File: config.mk
export PLATFORM = sky130hd
export DESIGN_NAME = multi_cam_misalign_meter
export DESIGN_NICKNAME = d
export VERILOG_FILES = /design/src/rtl/multi_cam_misalign_meter.sv
export SDC_FILE = /design/constraint.sdc
export NUM_CORES = 1
export LEC_CHECK = 0
export CAP_MARGIN = 20
export CELL_PAD_IN_SITES_DETAIL_PLACEMENT = 0
export CELL_PAD_IN_SITES_GLOBAL_PLACEMENT = 1
export CORE_UTILIZATION = 36
export CTS_CLUSTER_DIAMETER = 60
export DETAILED_ROUTE_END_ITERATION = 12
export PLACE_DENSITY_LB_ADDON = 0.1
export SETUP_SLACK_MARGIN = 0.15
export SLEW_MARGIN = 10
export SYNTH_ARGS = -nofsm -noshare
export SYNTH_HDL_FRONTEND = slang
export SYNTH_SLANG_ARGS = --single-unit
File: constraint.sdc
create_clock -name clk_in -period 6.6 [get_ports clk_in]
set_input_delay 1.32 -clock clk_in [delete_from_list [all_inputs] [get_ports clk_in]]
set_output_delay 1.32 -clock clk_in [all_outputs]
set_load 0.02 [all_outputs]
File: src/rtl/multi_cam_misalign_meter.sv
// Per-frame master/slave end_adc misalignment meter with one measurement FSM per slave channel.
// Define MISALIGN_AVG_EN to report a running average per channel instead of the latest raw result.

module multi_cam_misalign_chan #(
    parameter int CNT_W    = 16,
    parameter int SHIFT    = 1,
    parameter int TIMEOUT  = 1023
`ifdef MISALIGN_AVG_EN
    , parameter int AVG_LOG2 = 2
`endif
) (
    input  logic             clk_in,
    input  logic             reset,
    input  logic             m_r_i,
    input  logic             s_f_i,
    input  logic             restart_i,
    output logic             done_o,
    output logic             err_o,
    output logic [CNT_W-1:0] res_o
);
    typedef enum logic [1:0] {IDLE, WAIT_SLAVE, WAIT_MASTER, DONE} state_t;

    localparam logic [CNT_W-1:0] TO     = CNT_W'(TIMEOUT);
    localparam logic [CNT_W-1:0] TO_MAG = TO >> SHIFT;

    state_t           st_q, st_d, st_cur;
    logic [CNT_W-1:0] cnt_q, cnt_d, cnt_inc, mag, res_new, res_q, res_d;
    logic             err_q, err_d, close, neg, tmo, closing_edge;
`ifdef MISALIGN_AVG_EN
    logic                    first_q, first_d;
    logic signed [CNT_W:0]   diff, step;
`endif

    always_comb begin
        // A restart makes this cycle behave as IDLE so the triggering edge is not lost
        st_cur       = restart_i ? IDLE : st_q;
        cnt_inc      = (cnt_q == TO) ? cnt_q : cnt_q + 1'b1;
        st_d         = st_cur;
        cnt_d        = cnt_q;
        err_d        = restart_i ? 1'b0 : err_q;
        close        = 1'b0;
        neg          = 1'b0;
        tmo          = 1'b0;
        mag          = '0;
        closing_edge = 1'b0;
        unique case (st_cur)
            IDLE: begin
                if (m_r_i && s_f_i) begin
                    st_d  = DONE;
                    close = 1'b1;
                end else if (m_r_i) begin
                    st_d  = WAIT_SLAVE;
                    cnt_d = '0;
                end else if (s_f_i) begin
                    st_d  = WAIT_MASTER;
                    cnt_d = '0;
                end
            end
            WAIT_SLAVE, WAIT_MASTER: begin
                cnt_d        = cnt_inc;
                neg          = (st_cur == WAIT_MASTER);
                closing_edge = neg ? m_r_i : s_f_i;
                if (closing_edge) begin
                    st_d  = DONE;
                    close = 1'b1;
                    mag   = cnt_inc >> SHIFT;
                end else if (cnt_inc == TO) begin
                    st_d  = DONE;
                    close = 1'b1;
                    tmo   = 1'b1;
                    mag   = TO_MAG;
                end
            end
            default: ;
        endcase
        res_new = neg ? ('0 - mag) : mag;
        if (close) err_d = tmo;
`ifdef MISALIGN_AVG_EN
        diff    = $signed({res_new[CNT_W-1], res_new}) - $signed({res_q[CNT_W-1], res_q});
        step    = diff >>> AVG_LOG2;
        res_d   = res_q;
        first_d = first_q;
        if (close && !tmo) begin
            first_d = 1'b0;
            res_d   = first_q ? res_new : res_q + step[CNT_W-1:0];
        end
`else
        res_d = close ? res_new : res_q;
`endif
    end

    always_ff @(posedge clk_in) begin
        if (reset) begin
            st_q    <= IDLE;
            cnt_q   <= '0;
            res_q   <= '0;
            err_q   <= 1'b0;
`ifdef MISALIGN_AVG_EN
            first_q <= 1'b1;
`endif
        end else begin
            st_q    <= st_d;
            cnt_q   <= cnt_d;
            res_q   <= res_d;
            err_q   <= err_d;
`ifdef MISALIGN_AVG_EN
            first_q <= first_d;
`endif
        end
    end

    assign done_o = (st_q == DONE);
    assign err_o  = err_q;
    assign res_o  = res_q;
endmodule

module multi_cam_misalign_meter #(
    parameter int NUM_SLAVES = 3,
    parameter int CNT_W      = 16,
    parameter int SHIFT      = 1,
    parameter int TIMEOUT    = 1023,
    parameter int AVG_LOG2   = 2
) (
    input  logic                        clk_in,
    input  logic                        reset,
    input  logic                        master_adc,
    input  logic [NUM_SLAVES-1:0]       slave_adc,
    output logic [NUM_SLAVES*CNT_W-1:0] misalign,
    output logic [NUM_SLAVES-1:0]       chan_err,
    output logic                        ready
);
    logic                  m_prev_q, m_r, restart, ready_q, ready_d;
    logic [NUM_SLAVES-1:0] s_prev_q, s_f, done;

    if (NUM_SLAVES < 1 || NUM_SLAVES > 8 || TIMEOUT < 1 || TIMEOUT >= 2**(CNT_W-1) ||
        AVG_LOG2 < 0 || AVG_LOG2 >= CNT_W) begin : g_bad_cfg
        $error("multi_cam_misalign_meter: illegal parameter set");
    end

    // Prev levels track the inputs even in reset so release never fabricates an edge
    always_ff @(posedge clk_in) begin
        m_prev_q <= master_adc;
        s_prev_q <= slave_adc;
    end

    assign m_r     = master_adc & ~m_prev_q;
    assign s_f     = ~slave_adc & s_prev_q;
    assign restart = ready_q & (m_r | (|s_f));
    assign ready_d = ~restart & (&done);

    always_ff @(posedge clk_in) begin
        if (reset) ready_q <= 1'b0;
        else       ready_q <= ready_d;
    end

    assign ready = ready_q;

    for (genvar g = 0; g < NUM_SLAVES; g++) begin : g_chan
        multi_cam_misalign_chan #(
            .CNT_W    (CNT_W),
            .SHIFT    (SHIFT),
            .TIMEOUT  (TIMEOUT)
`ifdef MISALIGN_AVG_EN
            , .AVG_LOG2 (AVG_LOG2)
`endif
        ) u_chan (
            .clk_in    (clk_in),
            .reset     (reset),
            .m_r_i     (m_r),
            .s_f_i     (s_f[g]),
            .restart_i (restart),
            .done_o    (done[g]),
            .err_o     (chan_err[g]),
            .res_o     (misalign[g*CNT_W +: CNT_W])
        );
    end
endmodule

# Word-level counts from Yosys, hierarchy flattened
# Cells that the tools add are included.
[op_classes]
n_addsub = 6
mul = 0
div = 0
order_cmp = 0
eq_ne = 21
n_shift = 0
mux = 76
n_bitwise = 8
reduce_logical = 20
[ops]
columns = ["op", "n"]
rows = [
  ["16-bit two-way mux", 21],
  ["16-bit by 10-bit equality test with 1-bit output (second input constant)", 6],
  ["16-bit one-hot mux with 2 select lines", 3],
  ["16-bit by 1-bit adder with 16-bit output (second input constant)", 3],
  ["1-bit by 16-bit subtractor with 16-bit output (first input constant)", 3],
  ["2-bit two-way mux", 18],
  ["9-bit two-way mux", 3],
  ["1-bit two-way mux", 25],
  ["2-bit equality test (second input constant)", 6],
  ["2-bit one-hot mux with 2 select lines", 3],
  ["3-bit AND reduction", 4],
  ["2-bit nonzero test", 6],
  ["2-bit by 1-bit equality test with 1-bit output (second input constant)", 3],
  ["2-bit logical NOT", 3],
  ["2-bit != test (second input constant)", 3],
  ["3-bit != test (second input constant)", 2],
  ["1-bit one-hot mux with 2 select lines", 3],
  ["2-bit OR reduction", 3],
  ["1-bit bitwise AND", 3],
  ["3-bit bitwise AND", 1],
  ["1-bit logical AND", 3],
  ["3-bit by 2-bit != test with 1-bit output (second input constant)", 1],
  ["3-bit inverter", 1],
  ["3-bit OR reduction", 1],
  ["2 further kinds", 3],
]
[totals]
reg_bits = 110
latch_bits = 0
ram_bits = 0
mem_bits_ro = 0
input_bits = 6
output_inout_bits = 52
elab_cells = 146
memories = 0

# Depth between registers and ports, before layout
[depth]
ltp_word = 12
mapped_depth = 20
mapped_depth_nobuf = 17

# Hierarchy
# Synthesis repeated with hierarchy kept, for this count alone.
[hier_totals]
cells_unflattened = 1096
area_unflattened_um2 = 8758.4
[by_module_without_submodules]
columns = ["mod", "n_inst", "cells_each", "area_each_um2", "seq_area_each_um2"]
rows = [
  ["multi_cam_misalign_chan (g_chan[1].u_chan ...)", 2, 371, 2975.4, 700.7],
  ["multi_cam_misalign_chan (g_chan[0].u_chan)", 1, 342, 2636.3, 700.7],
  ["multi_cam_misalign_meter", 1, 12, 171.4, 100.1],
]

# Worst setup path before layout
# Ideal clock, no wire load.
[synth_timing]
path_kind = "in2reg"
start = "in master_adc"
end = "reg g_chan[1].u_chan.res_q[10]"
setup_time_ps = 86
arrival_time_ps = 5882
required_time_ps = 6514
setup_slack_ps = 632
cell_stages = 19
n_path_buf = 3
path_cell_list = "nor2b_1 clkbuf_1 o41ai_1 nand2_1 ha_1 clkbuf_1 clkinv_1 a211oi_1 o211a_1 nand3_1 o31ai_4 buf_2 o21ai_0 ha_1 o21ai_1 a21o_1 o21ai_0 xnor2_1 a211oi_1"
[synth_between]
elab_chain_len = 10
word_cells_on_any_way = 18
cone_classes = "1 x add/sub; 2 x eq/ne; 9 x mux; 3 x bitwise; 3 x reduce/logical"
[synth_lines]
columns = ["element", "line", "text"]
rows = [
  ["start: declaration", "126", "input logic master_adc,"],
  ["1-bit bitwise AND *", "146", "assign m_r = master_adc & ~m_prev_q;"],
  ["1-bit bitwise OR", "148", "assign restart = ready_q & (m_r | (|s_f));"],
  ["1-bit bitwise AND", "148", ""],
  ["2-bit two-way mux", "36", "st_cur = restart_i ? IDLE : st_q;"],
  ["2-bit equality test", "46, 61", ""],
  ["1-bit two-way mux", "62", "closing_edge = neg ? m_r_i : s_f_i;"],
  ["16-bit two-way mux", "63", "if (closing_edge) begin"],
  ["16-bit two-way mux", "46", "unique case (st_cur)"],
  ["1-bit by 16-bit subtractor with 16-bit output", "76", "res_new = neg ? ('0 - mag) : mag;"],
  ["16-bit two-way mux", "76", ""],
  ["end signal: assignment", "104", "res_q <= res_d;"],
  ["end: declaration", "27", "logic [CNT_W-1:0] cnt_q, cnt_d, cnt_inc, mag, res_new, res_q, res_d;"],
]
# Mark *: on every way between the ends. The rest lies on a longest branch, timed or not.
# A chain may end at the register's enable or synchronous reset.

# Final worst setup path
[layout_timing]
start = "in slave_adc[2]"
end = "reg g_chan[2].u_chan.res_q[14]"
[layout_between]
elab_chain_len = 12
word_cells_on_any_way = 20
cone_classes = "1 x add/sub; 2 x eq/ne; 9 x mux; 4 x bitwise; 4 x reduce/logical"
[layout_lines]
columns = ["element", "line", "text"]
rows = [
  ["start: declaration", "127", "input logic [NUM_SLAVES-1:0] slave_adc,"],
  ["3-bit inverter *", "147", "assign s_f = ~slave_adc & s_prev_q;"],
  ["3-bit bitwise AND *", "147", ""],
  ["3-bit OR reduction", "148", ""],
  ["1-bit bitwise OR", "148", ""],
  ["1-bit bitwise AND", "148", ""],
  ["2-bit two-way mux", "36", ""],
  ["2-bit equality test", "46, 61", ""],
  ["1-bit two-way mux", "62", ""],
  ["16-bit two-way mux", "63", ""],
  ["16-bit two-way mux", "46", ""],
  ["1-bit by 16-bit subtractor with 16-bit output", "76", ""],
  ["16-bit two-way mux", "76", ""],
  ["end signal: assignment", "104", ""],
  ["end: declaration", "27", ""],
]
# Marks and branches as above.

==> reports/results.ini <==
[drt]
drcViolationCount=6
drt-total-wl_mm=24.3
vias=7783
final_antenna_net_count=0
drt_iter0_drc=493
avgViaCountPerCell=5.74
wl_per_cell_um=17.9
first_pass_iters=9

[floorplanning]
core_um2=22000
die_area_um2=23200
fp-row-count=54
ios=58
die_w_um=152
start_util_pct=36.9
die_h_um=152

[cts]
root_buffer=clkbuf_16
cts_setup_buffers=0
cts.sinks=110
cts_tree=yes
postCtsHoldBufs=0
cts_buffer_depth=2
insertion_delay_ns=0.37
numCtsBuffers=9
h-tree-depth=3
clkTransAtPathRegs_ns=0.08
ctsResizeCount=0

[timing]
finClkSkew_ns=0.00892
finalCriticalPeriod_ns=5.30
rsz0062_at_grt=false
fin_crit_sh_pct=80.3
setup_viol_count_final=0
setup_tns_ns=0
slew_violations=0
slew_headroom_pct=35.1
worst_pin_slew_ns=0.949
fmax_mhz=189
hold_viol=0

[cells_and_area]
layout-drive-gt1-share_pct=8.91
finish.instance_area_um2=9040
syn_to_final_growth_pct=11.1
final_cell_mix=nor2_1, dfxtp_1, nand2_1, a21oi_1, clkdlybuf4s50_1
final_common_cell=nor2_1
layout.nets=1096
antennaDiodeCount=0
fill_cells=2286
final_util_pct=41.1

[worst_setup_path]
path_buf_inv=2
arrival_ns=5.59
crit_family=compound AO/OA/AOI/OAI gates
cp_slowest_cell=or4_4
end_kind=flop
critPathKind=in2reg
start_kind=primary input
critical_path.max_stage_delay_ns=0.55
cp.required_ns=6.89
crit_fanout=9
path_cells=clkdlybuf4s50_1, nor2b_1, o41ai_2, buf_4, nand2_1, ha_1, nand2_1, a21oi_1, nand4_1, or4_4, nor2_4, o22ai_1, ha_1, o2111a_1, o21ai_1, o31ai_1, xor2_1, a211oi_2

[run_status]
violations=design-rule violations
status=complete, but fails checks

[hold_path]
min_path_type=reg2reg

[placement]
routabilityCongestion=0.846
port_buffers=57
post-dp-hpwl_mm=18.1
placed_cell_area_um2=8750

[yosys]
synth-edff-count=0
yosysWarnings=0
ys.flop_type=dfxtp_1
ys_seq_elements=110
async_reset_ff_share_pct=0
postSynthCellCount=1066
avgSynthCellArea_um2=7.63
seq_area_frac_synth_pct=27.1
synth_cell_types=94
syn-cell-area_um2=8140
synth_nets=1090

[power_and_ir_drop]
p_per_area_nw_per_um2=233
vdd_ir_drop_max_mv=0.138
power_leakage_nw=3.07

[flow_run]
maxCapViolCount=0

[global_route]
grt_pass1_wl_mm=39.8
grt_pass1_vias=7245
grt_start_max_net_pins=65
grt.overflow.total=0
grt_usage_pct=21.2
antenna_found_initial=0

cell type report:
class                      count  area (µm²)  share of cell area (%)
clock buffer                  10         239                    2.64
clock inverter                 6        51.3                   0.567
inverter                      23        86.3                   0.955
multi-input combinational    850        5390                    59.6
sequential                   110        2200                    24.3
tap                          280         350                    3.87
timing repair buffer          78         726                    8.02
power breakdown:
group	switching [mW]	internal, mW
sequential	0.0373	0.718
clock	0.291	0.275
combinational	0.500	0.286
total	0.829	1.28
tightest hold or removal path, stage by stage (launching register included):
cell and delay [ns]:
dfxtp_1 0.31, nand2_1 0.05, a21oi_1 0.05
registers in the layout, indices dropped and copies added (netlist names):
register             count
g_chan.u_chan.cnt_q     48
g_chan.u_chan.res_o     48
g_chan.u_chan.st_q       6
g_chan.u_chan.err_o      3
s_prev_q                 3
m_prev_q                 1
ready                    1
per-stage QoR:
step                      setup WS, ns  power (mW)  instances  hold WS [ns]
final                             1.30        2.11       1357         0.452
after global placement           0.991        1.56       1341         0.441
after global routing             0.911        2.24       1357         0.476
after floorplan                  0.632        1.29       1066         0.436
after CTS                         1.28        2.13       1357         0.457
after detailed placement         0.897        1.55       1341         0.445
synth_stat cells, drive strengths merged, types with 11 or more instances:
cell,count,area share (%)
and2,19,1.5
inv,20,0.92
ha,18,2.8
xor2,23,2.5
clkbuf,50,2.8
a31oi,23,2.0
nor2,143,6.7
a211oi,27,2.9
nor4,15,1.8
nand2,87,4.0
mux2i,11,1.4
a21o,15,1.4
buf,32,2.8
or2,11,0.88
a21oi,78,5.1
a22oi,17,1.6
o21ai,57,3.6
nand4,26,2.1
nor3,32,2.1
dfxtp,110,27
a311oi,11,1.3
xnor2,33,3.6
nand3,48,3.0
and3,13,1.0
routing by layer:
layer	vias up	share of wire [%]	GRT usage, %	wire length, µm
met3	25	3.8	3.13	931
met5	-	0	0	0
met1	3656	51	29.6	12300
li1	3927	-	-	-
met4	0	1.4	5.39	330
met2	175	44	33.9	10800
final timing paths:
check        depth (start not counted)  slack (ns)                    endpoint                        from
min                                  2        0.45  g_chan[2].u_chan.res_o[15]  g_chan[2].u_chan.res_o[15]
min reg2reg                          2        0.45  g_chan[2].u_chan.res_o[15]  g_chan[2].u_chan.res_o[15]
max reg2reg                         14        1.37   g_chan[0].u_chan.res_o[6]   g_chan[0].u_chan.cnt_q[0]
max                                 18        1.30  g_chan[2].u_chan.res_o[14]                slave_adc[2]
cells by family (layout without fill, tap and decap cells):
| group | after synthesis | after routing | synth area share [%] |
|---|---|---|---|
| simple gates | 448 | 448 | 28.8 |
| compound gates | 313 | 313 | 26.6 |
| flops | 110 | 110 | 27.1 |
| buf+inv | 106 | 117 | 6.81 |
| xor+xnor | 56 | 56 | 6.03 |
| fa+ha+maj | 18 | 18 | 2.77 |
| mux | 15 | 15 | 1.95 |
Note: power is estimated with default switching activity, not from simulation.
